===== src/rtl/serial_add_pkg.sv =====
// serial_add_pkg -- shared types and constants for the bit-serial adder.
//   state_t        : sequencer states (IDLE -> RUN -> FIN -> IDLE)
//   WIDTH_DEFAULT  : default operand width
//   cnt_w()        : bit-step counter width for a given operand width
package serial_add_pkg;

  typedef enum logic [1:0] {
    ST_IDLE = 2'd0,
    ST_RUN  = 2'd1,
    ST_FIN  = 2'd2
  } state_t;

  localparam int WIDTH_DEFAULT = 4;

  function automatic int cnt_w(input int width);
    return $clog2(width);
  endfunction

endpackage


===== src/rtl/fa_bit.sv =====
// fa_bit -- single combinational full-adder cell, shared by every bit step.
//   a, b, cin : operand bits and carry-in
//   s, cout   : sum bit and carry-out
module fa_bit (
  input  logic a,
  input  logic b,
  input  logic cin,
  output logic s,
  output logic cout
);

  assign s    = a ^ b ^ cin;
  assign cout = (a & b) | (cin & (a ^ b));

endmodule


===== src/rtl/serial_add_ctrl.sv =====
// serial_add_ctrl -- bit-serial adder sequencer. One full-adder cell is
// reused across WIDTH operand bits, LSB first, one bit per clock.
// Optional feature macro: SERIAL_ADD_OVF_EN (adds the signed-overflow port ovf).
//   clk   : system clock, all state on rising edge
//   rst   : synchronous active-high reset
//   start : request, sampled only in IDLE
//   a, b  : operands, captured on accepted start
//   cin   : carry-in, captured on accepted start
//   busy  : high while bit-steps are running
//   done  : one-cycle pulse, sum/cout valid
//   sum   : result, held from done until next accepted start
//   cout  : final carry-out, held with sum
//   ovf   : signed overflow, held with sum (SERIAL_ADD_OVF_EN only)
module serial_add_ctrl
  import serial_add_pkg::*;
#(
  parameter int WIDTH = WIDTH_DEFAULT
) (
  input  logic             clk,
  input  logic             rst,
  input  logic             start,
  input  logic [WIDTH-1:0] a,
  input  logic [WIDTH-1:0] b,
  input  logic             cin,
  output logic             busy,
  output logic             done,
  output logic [WIDTH-1:0] sum,
  output logic             cout
`ifdef SERIAL_ADD_OVF_EN
  ,
  output logic             ovf
`endif
);

  localparam int CW = cnt_w(WIDTH);
  localparam logic [CW-1:0] CNT_LAST = CW'(WIDTH - 1);

  state_t           state_reg, state_next;
  logic [CW-1:0]    cnt_reg;
  logic [WIDTH-1:0] a_sr_reg, b_sr_reg, sum_reg;
  logic             carry_reg, cout_reg;
  logic             fa_s, fa_cout;
  logic             last_step;

  fa_bit u_fa (
    .a    (a_sr_reg[0]),
    .b    (b_sr_reg[0]),
    .cin  (carry_reg),
    .s    (fa_s),
    .cout (fa_cout)
  );

  assign last_step = (cnt_reg == CNT_LAST);

  always_ff @(posedge clk) begin
    if (rst) state_reg <= ST_IDLE;
    else     state_reg <= state_next;
  end

  always_comb begin
    state_next = state_reg;
    busy       = 1'b0;
    done       = 1'b0;
    case (state_reg)
      ST_IDLE: if (start) state_next = ST_RUN;
      ST_RUN: begin
        busy = 1'b1;
        if (last_step) state_next = ST_FIN;
      end
      ST_FIN: begin
        done       = 1'b1;
        state_next = ST_IDLE;
      end
      default: state_next = ST_IDLE;
    endcase
  end

  // Datapath: operands shift right so bit 0 always feeds the adder cell;
  // each new sum bit enters at the MSB so after WIDTH steps bit 0 is at LSB.
  always_ff @(posedge clk) begin
    if (rst) begin
      cnt_reg   <= '0;
      a_sr_reg  <= '0;
      b_sr_reg  <= '0;
      sum_reg   <= '0;
      carry_reg <= 1'b0;
      cout_reg  <= 1'b0;
    end else begin
      case (state_reg)
        ST_IDLE: if (start) begin
          a_sr_reg  <= a;
          b_sr_reg  <= b;
          carry_reg <= cin;
          cnt_reg   <= '0;
          sum_reg   <= '0;
          cout_reg  <= 1'b0;
        end
        ST_RUN: begin
          a_sr_reg  <= a_sr_reg >> 1;
          b_sr_reg  <= b_sr_reg >> 1;
          sum_reg   <= {fa_s, sum_reg[WIDTH-1:1]};
          carry_reg <= fa_cout;
          // Return to zero rather than count past WIDTH-1.
          cnt_reg   <= last_step ? '0 : cnt_reg + CW'(1);
          if (last_step) cout_reg <= fa_cout;
        end
        default: ;
      endcase
    end
  end

  assign sum  = sum_reg;
  assign cout = cout_reg;

`ifdef SERIAL_ADD_OVF_EN
  logic ovf_reg;

  // On the last step carry_reg is the carry into the MSB.
  always_ff @(posedge clk) begin
    if (rst)                                 ovf_reg <= 1'b0;
    else if (state_reg == ST_IDLE && start)  ovf_reg <= 1'b0;
    else if (state_reg == ST_RUN && last_step) ovf_reg <= carry_reg ^ fa_cout;
  end

  assign ovf = ovf_reg;
`endif

endmodule

===== config.mk =====
export PLATFORM = sky130hd
export DESIGN_NAME = serial_add_ctrl
export DESIGN_NICKNAME = d
export VERILOG_FILES = /design/src/rtl/serial_add_pkg.sv /design/src/rtl/fa_bit.sv /design/src/rtl/serial_add_ctrl.sv
export SDC_FILE = /design/constraint.sdc
export NUM_CORES = 1
export LEC_CHECK = 0
export CORE_MARGIN = 10
export CORE_UTILIZATION = 48
export DETAILED_ROUTE_END_ITERATION = 6
export GPL_TIMING_DRIVEN = 0
export PLACE_DENSITY = 0.83
export SLEW_MARGIN = 25
export SYNTH_ARGS = -nofsm -noshare
export SYNTH_HDL_FRONTEND = slang
export SYNTH_SLANG_ARGS = --single-unit
export TNS_END_PERCENT = 100

===== constraint.sdc =====
create_clock -name clk -period 1.3 [get_ports clk]
set_input_delay 0.195 -clock clk [delete_from_list [all_inputs] [get_ports clk]]
set_output_delay 0.195 -clock clk [all_outputs]
set_load 0.05 [all_outputs]

==> reports/metrics.cfg <==
[sta]
finalCriticalPeriod_ns = 1.34
hold_ws_ns = 0.346
worst_slack_ns = -0.0446
hold_violations = 0
max_freq_mhz = 744
setup_viol = 1
tightest_slew_ns = 0.462
grt_setup_unrepaired = yes
finalCritPeriodShare_pct = 103
slew_viol_final = 0
slew_headroom_pct = 69.2
clock_skew_ns = 0.00268

[yosys]
ys_seq_area_share_pct = 40.3
netlist-cell-type-count = 30
ys_warn_count = 0
ys_ff_latch = 18
postSynthAreaPerCell_um2 = 9.52
synthDominantCellAreaShare_pct = 40.3
synth_fp_nets = 109
synthCells = 94
synth.most_common_cell = dfxtp_1
syn_area_um2 = 895
synth_edf_count = 0
synth_ff_type = dfxtp_1
synthTopCellsByCount = 18 x dfxtp_1, 12 x nor2_1, 9 x nand2_1, 6 x a21oi_1, 5 x a22oi_1
ys_top_cells_by_area = dfxtp_1 40%, a211oi_2 5.6%, nor2_1 5.0%
yosys.area.top_type = dfxtp_1
synthArstFlopShare_pct = 0

[die]
die_x_um = 63.2
pin_count = 19
core_area_mm2 = 0.00175
dieArea_mm2 = 0.00399
core.rowCount = 15
start_util_pct = 51.3
fp.dieH_um = 63.2

[drt]
vias_per_cell = 5.16
wirelength_um = 2300
drc = 0
wire_per_inst_um = 15.5
drtIter0Drc = 21
dr_total_vias = 769
firstDrtPassIters = 4
antenna_left = 0

[min_path]
hold_class = input pin to flip-flop
worstHoldPathCells = 2
min_to = b_sr_reg[1]
worstHoldStart = rst

[critical_path]
slowest_stage = dfxtp_2
worst-r2r-setup-slack_ns = 0.01
cp.depth = 4
reg2reg_to = a_sr_reg[1]
reg2reg_from = state_reg[1]
worstPathRequired_ns = 1.11
cp-start-kind = flip-flop
crit_arrival_ns = 1.15
path_cells = buf_6, nand2b_4, clkinv_8, buf_12
max_stage_delay_ns = 0.34
crit_fanout = 9
reg2reg_depth = 7
crit_type = flip-flop to primary output
path_buf_inv = 3
critPathTopFamily = flip-flops
end_kind = primary output

[pwr]
swShare_pct = 29.4
powerDensity_mw_per_mm2 = 1060
p_leak_nw = 0.487
seq_power_share_pct = 47.1
p_comb_share_pct = 25.2
p_clk_share_pct = 27.7
intPower_w = 0.000913
ir_worst_vdd_uv = 691
switchingPower_w = 0.000380

[clock_tree]
clock_sinks = 18
root_buffer = clkbuf_4
clkSlewWorstSetupHoldPaths_ns = 0.11
htreeDepth = 1
cts.path.max_buffers = 2
hold_buffers = 0
clock_latency_ns = 0.30
cts_tree = done
cts_buffers = 3

[final_layout]
antenna_cells = 0
layout-drive-gt1-share_pct = 37.9
area_growth_pct = 36.5
final_nets = 140
final-instance-count-excl-fill = 149
design_area_mm2 = 0.00122

[global_routing]
grt_max_degree = 13
grt_antenna_before_repair = 0
track_usage_pct = 10.1
overflow = 0
grt_pass1_wl_um = 3350
grt_pass1_vias = 679

[run_status]
run_status = finished, violations left
violations = negative setup slack

[place]
dp.cells = 136
place_area_mm2 = 0.00110
dp_hpwl_um = 1480
place.gp.congestion = 0.778
port_buffers = 17

[flow_run]
max-cap-violations = 0

[cell type report]
cell class | count | area [um^2]
tap | 25 | 31.3
fill | 135 | 524
timing repair buffer | 28 | 263
multi-input combinational | 64 | 457
inverter | 5 | 31.3
buffer | 5 | 38.8
sequential | 18 | 364
clock buffer | 4 | 36.3
[placed cells by master, fill, tap and decap left out, types with 2 or more instances in the layout]
cell type	synthesis	routed
a221oi_1	3	3
a21oi_1	6	6
nor2_1	12	11
clkdlybuf4s50_1	0	10
clkbuf_4	0	3
dfxtp_1	18	15
buf_2	1	2
nand2_1	9	9
o22ai_1	2	2
buf_4	1	12
a22oi_1	5	4
nor2b_1	3	3
buf_6	3	3
a21oi_2	4	4
nand2b_1	3	3
dfxtp_2	0	3
ha_1	2	2
inv_1	4	3
clkdlybuf4s15_2	0	3
a211oi_2	4	4
[per-layer routing]
metal / vias up / GRT usage, % / part of all wire, %
met2: 15 / 16.2 / 51
li1: 384 / - / -
met4: 0 / 3.28 / 0.65
met1: 366 / 13.0 / 46
met5: - / 0 / 0
met3: 4 / 2.30 / 3.0
[worst max path at each step]
stage	slack (ns)	start	endpoint
2_1_floorplan	0.10	state_reg[1]	a_sr_reg[1]
3_3_place_gp	-0.56	state_reg[1]	busy
3_5_place_dp	-0.58	state_reg[1]	busy
4_1_cts	-0.07	state_reg[1]	busy
5_1_grt	-0.09	state_reg[1]	busy
6_report	-0.04	state_reg[1]	busy
[metrics by stage]
stage	TNS (ns)	setup WS (ns)	util (%)	total power, W
4_1_cts	-0.0725	-0.0725	64.8	0.00125
5_1_grt	-0.172	-0.0886	70.0	0.00135
3_5_place_dp	-3.02	-0.575	62.9	0.000902
2_1_floorplan	0	0.102	-	0.000817
3_3_place_gp	-2.29	-0.564	62.9	0.000895
6_report	-0.0446	-0.0446	70.0	0.00129
[worst register-to-register path, cell delays in order (launching register included)]
cell	delay [ns]
dfxtp_2	0.34
buf_6	0.11
nand2b_4	0.17
clkinv_8	0.08
buf_4	0.14
buf_4	0.13
a21oi_2	0.14
a211oi_2	0.08
[kinds of logic (layout without fill, tap and decap cells)]
kind of cell | Yosys count | after routing | share of synthesized area (%)
AND/OR/NAND/NOR | 32 | 32 | 17.2
AO/OA/AOI/OAI | 29 | 29 | 27.0
flip-flops | 18 | 18 | 40.3
buffers and inverters | 12 | 42 | 10.5
adder cells (fa/ha/maj) | 3 | 3 | 5.03
[what timing repair did]
action	4_1_cts	5_1_grt
setup endpoints to repair	8	5
pin swaps	0	3
setup buffers	1	10
gates resized for setup	33	11
[power by group through the flow]
stage | Clock (W) | Combinational, W | Sequential (W)
3_5_place_dp | 0 | 0.000284 | 0.000618
4_1_cts | 0.000358 | 0.000284 | 0.000606
2_1_floorplan | 0 | 0.000182 | 0.000635
3_3_place_gp | 0 | 0.000277 | 0.000617
5_1_grt | 0.000390 | 0.000349 | 0.000612
6_report | 0.000358 | 0.000326 | 0.000609
No activity file was read; power rests on OpenSTA's default activity.
==> patch, RTL diff (same settings) <==
Register the inputs `a`, `b` and `cin` before use, cleared by the reset. The logic sees them one clock later. The other inputs are not delayed to match.
--- a/src/rtl/serial_add_ctrl.sv
+++ b/src/rtl/serial_add_ctrl.sv
@@ -36,2 +36,18 @@
   localparam logic [CW-1:0] CNT_LAST = CW'(WIDTH - 1);
+
+  logic [WIDTH-1:0] a_q;
+  logic [WIDTH-1:0] b_q;
+  logic cin_q;
+
+  always_ff @(posedge clk) begin
+    if (rst) begin
+      a_q   <= '0;
+      b_q   <= '0;
+      cin_q <= '0;
+    end else begin
+      a_q   <= a;
+      b_q   <= b;
+      cin_q <= cin;
+    end
+  end
 
@@ -90,5 +106,5 @@
         ST_IDLE: if (start) begin
-          a_sr_reg  <= a;
-          b_sr_reg  <= b;
-          carry_reg <= cin;
+          a_sr_reg  <= a_q;
+          b_sr_reg  <= b_q;
+          carry_reg <= cin_q;
           cnt_reg   <= '0;
Behaviour: not the same (Yosys sat finds a counterexample within 4 cycles, from zero or initial values and one cycle with rst high).
==> patch against the unedited design <==
Routed wire length decreased by 3.2%; highest routed layer unchanged; sequential cell count up 9; total power rose by 19%; critical path type unchanged; design area is 12% higher; area after synthesis grew 23%; setup slack improved by 0.087 ns; via count increased by 8.2%; count of clock-buffer cells in the layout shrank 1.
==> patch: results <==
[power_and_ir_drop]
power.static_leakage_uw = 0.000536
pg_comb_uw = 289
p_clk_share_pct = 23.1
vdd_drop_max_mv = 0.911

[outcome]
outcome = completed

[setup_path]
reg2reg_from = a_sr_reg[0]
r2r_end = sum[3]

[sta]
maxSlewHeadroom_pct = 72.6

[synthesis]
synthTopCellsByCount = 27 x dfxtp_1, 13 x nor2_1, 10 x nor2b_1, 7 x a22oi_1, 7 x nand2_1
ys_seq_area_share_pct = 49.2
synthCells = 107
synth_adder_area_share_pct = 4.10
ys_types = 29
synth.area.top_cells = dfxtp_1 49%, nor2b_1 5.7%, a22oi_1 4.8%, nor2_1 4.4%, a211oi_2 3.4%

[global_route]
use_met3_pct = 2.45
met1_usage_pct = 12.0
grt_pass1_vias = 884
grt_usage_pct = 10.4
use_met2_pct = 18.9

[cells_and_area]
instances_no_fill = 162

[place]
dp_slack_ns = -0.557
dp_hpwl_mm = 1.53
placed_area_um2 = 1310
gp_congestion = 0.848

[routing]
drt-total-wl_mm = 2.23
route.met3.wl_um = 94

[cts]
postCtsSetupRepairBufs = 6
clk_pin_slew_ns = 0.14

[min_path]
min_to = cin_q
[patch: cell types whose count changed in the layout (fill, tap and decap cells not counted), moves of 2 or more]
cell and change:
a22oi_1 +3, dfxtp_1 +8, nor2_1 +2, clkdlybuf4s15_2 -2
buf_6 -2, buf_4 -4, o22ai_1 -2, nor2b_1 +6
nand2_1 -2, buf_2 +4
[patch: critical path, cell delays in order, from the launching register on]
cell and delay (ns):
dfxtp_4 0.38, nand2b_4 0.14, clkinv_4 0.07, buf_8 0.15
[patch: area by class of cell]
cell class / instances / area, µm²
buffer: 4 / 23.8
multi-input combinational: 70 / 499
clock buffer: 3 / 22.5
sequential: 27 / 548
tap: 28 / 35.0
clock inverter: 1 / 7.51
inverter: 4 / 20.0
fill: 193 / 823
timing repair buffer: 25 / 211
[patch: cell families after synthesis]
group / after synthesis
compound gates: 27
fa+ha+maj: 3
buf+inv: 11
flops: 27
simple gates: 39
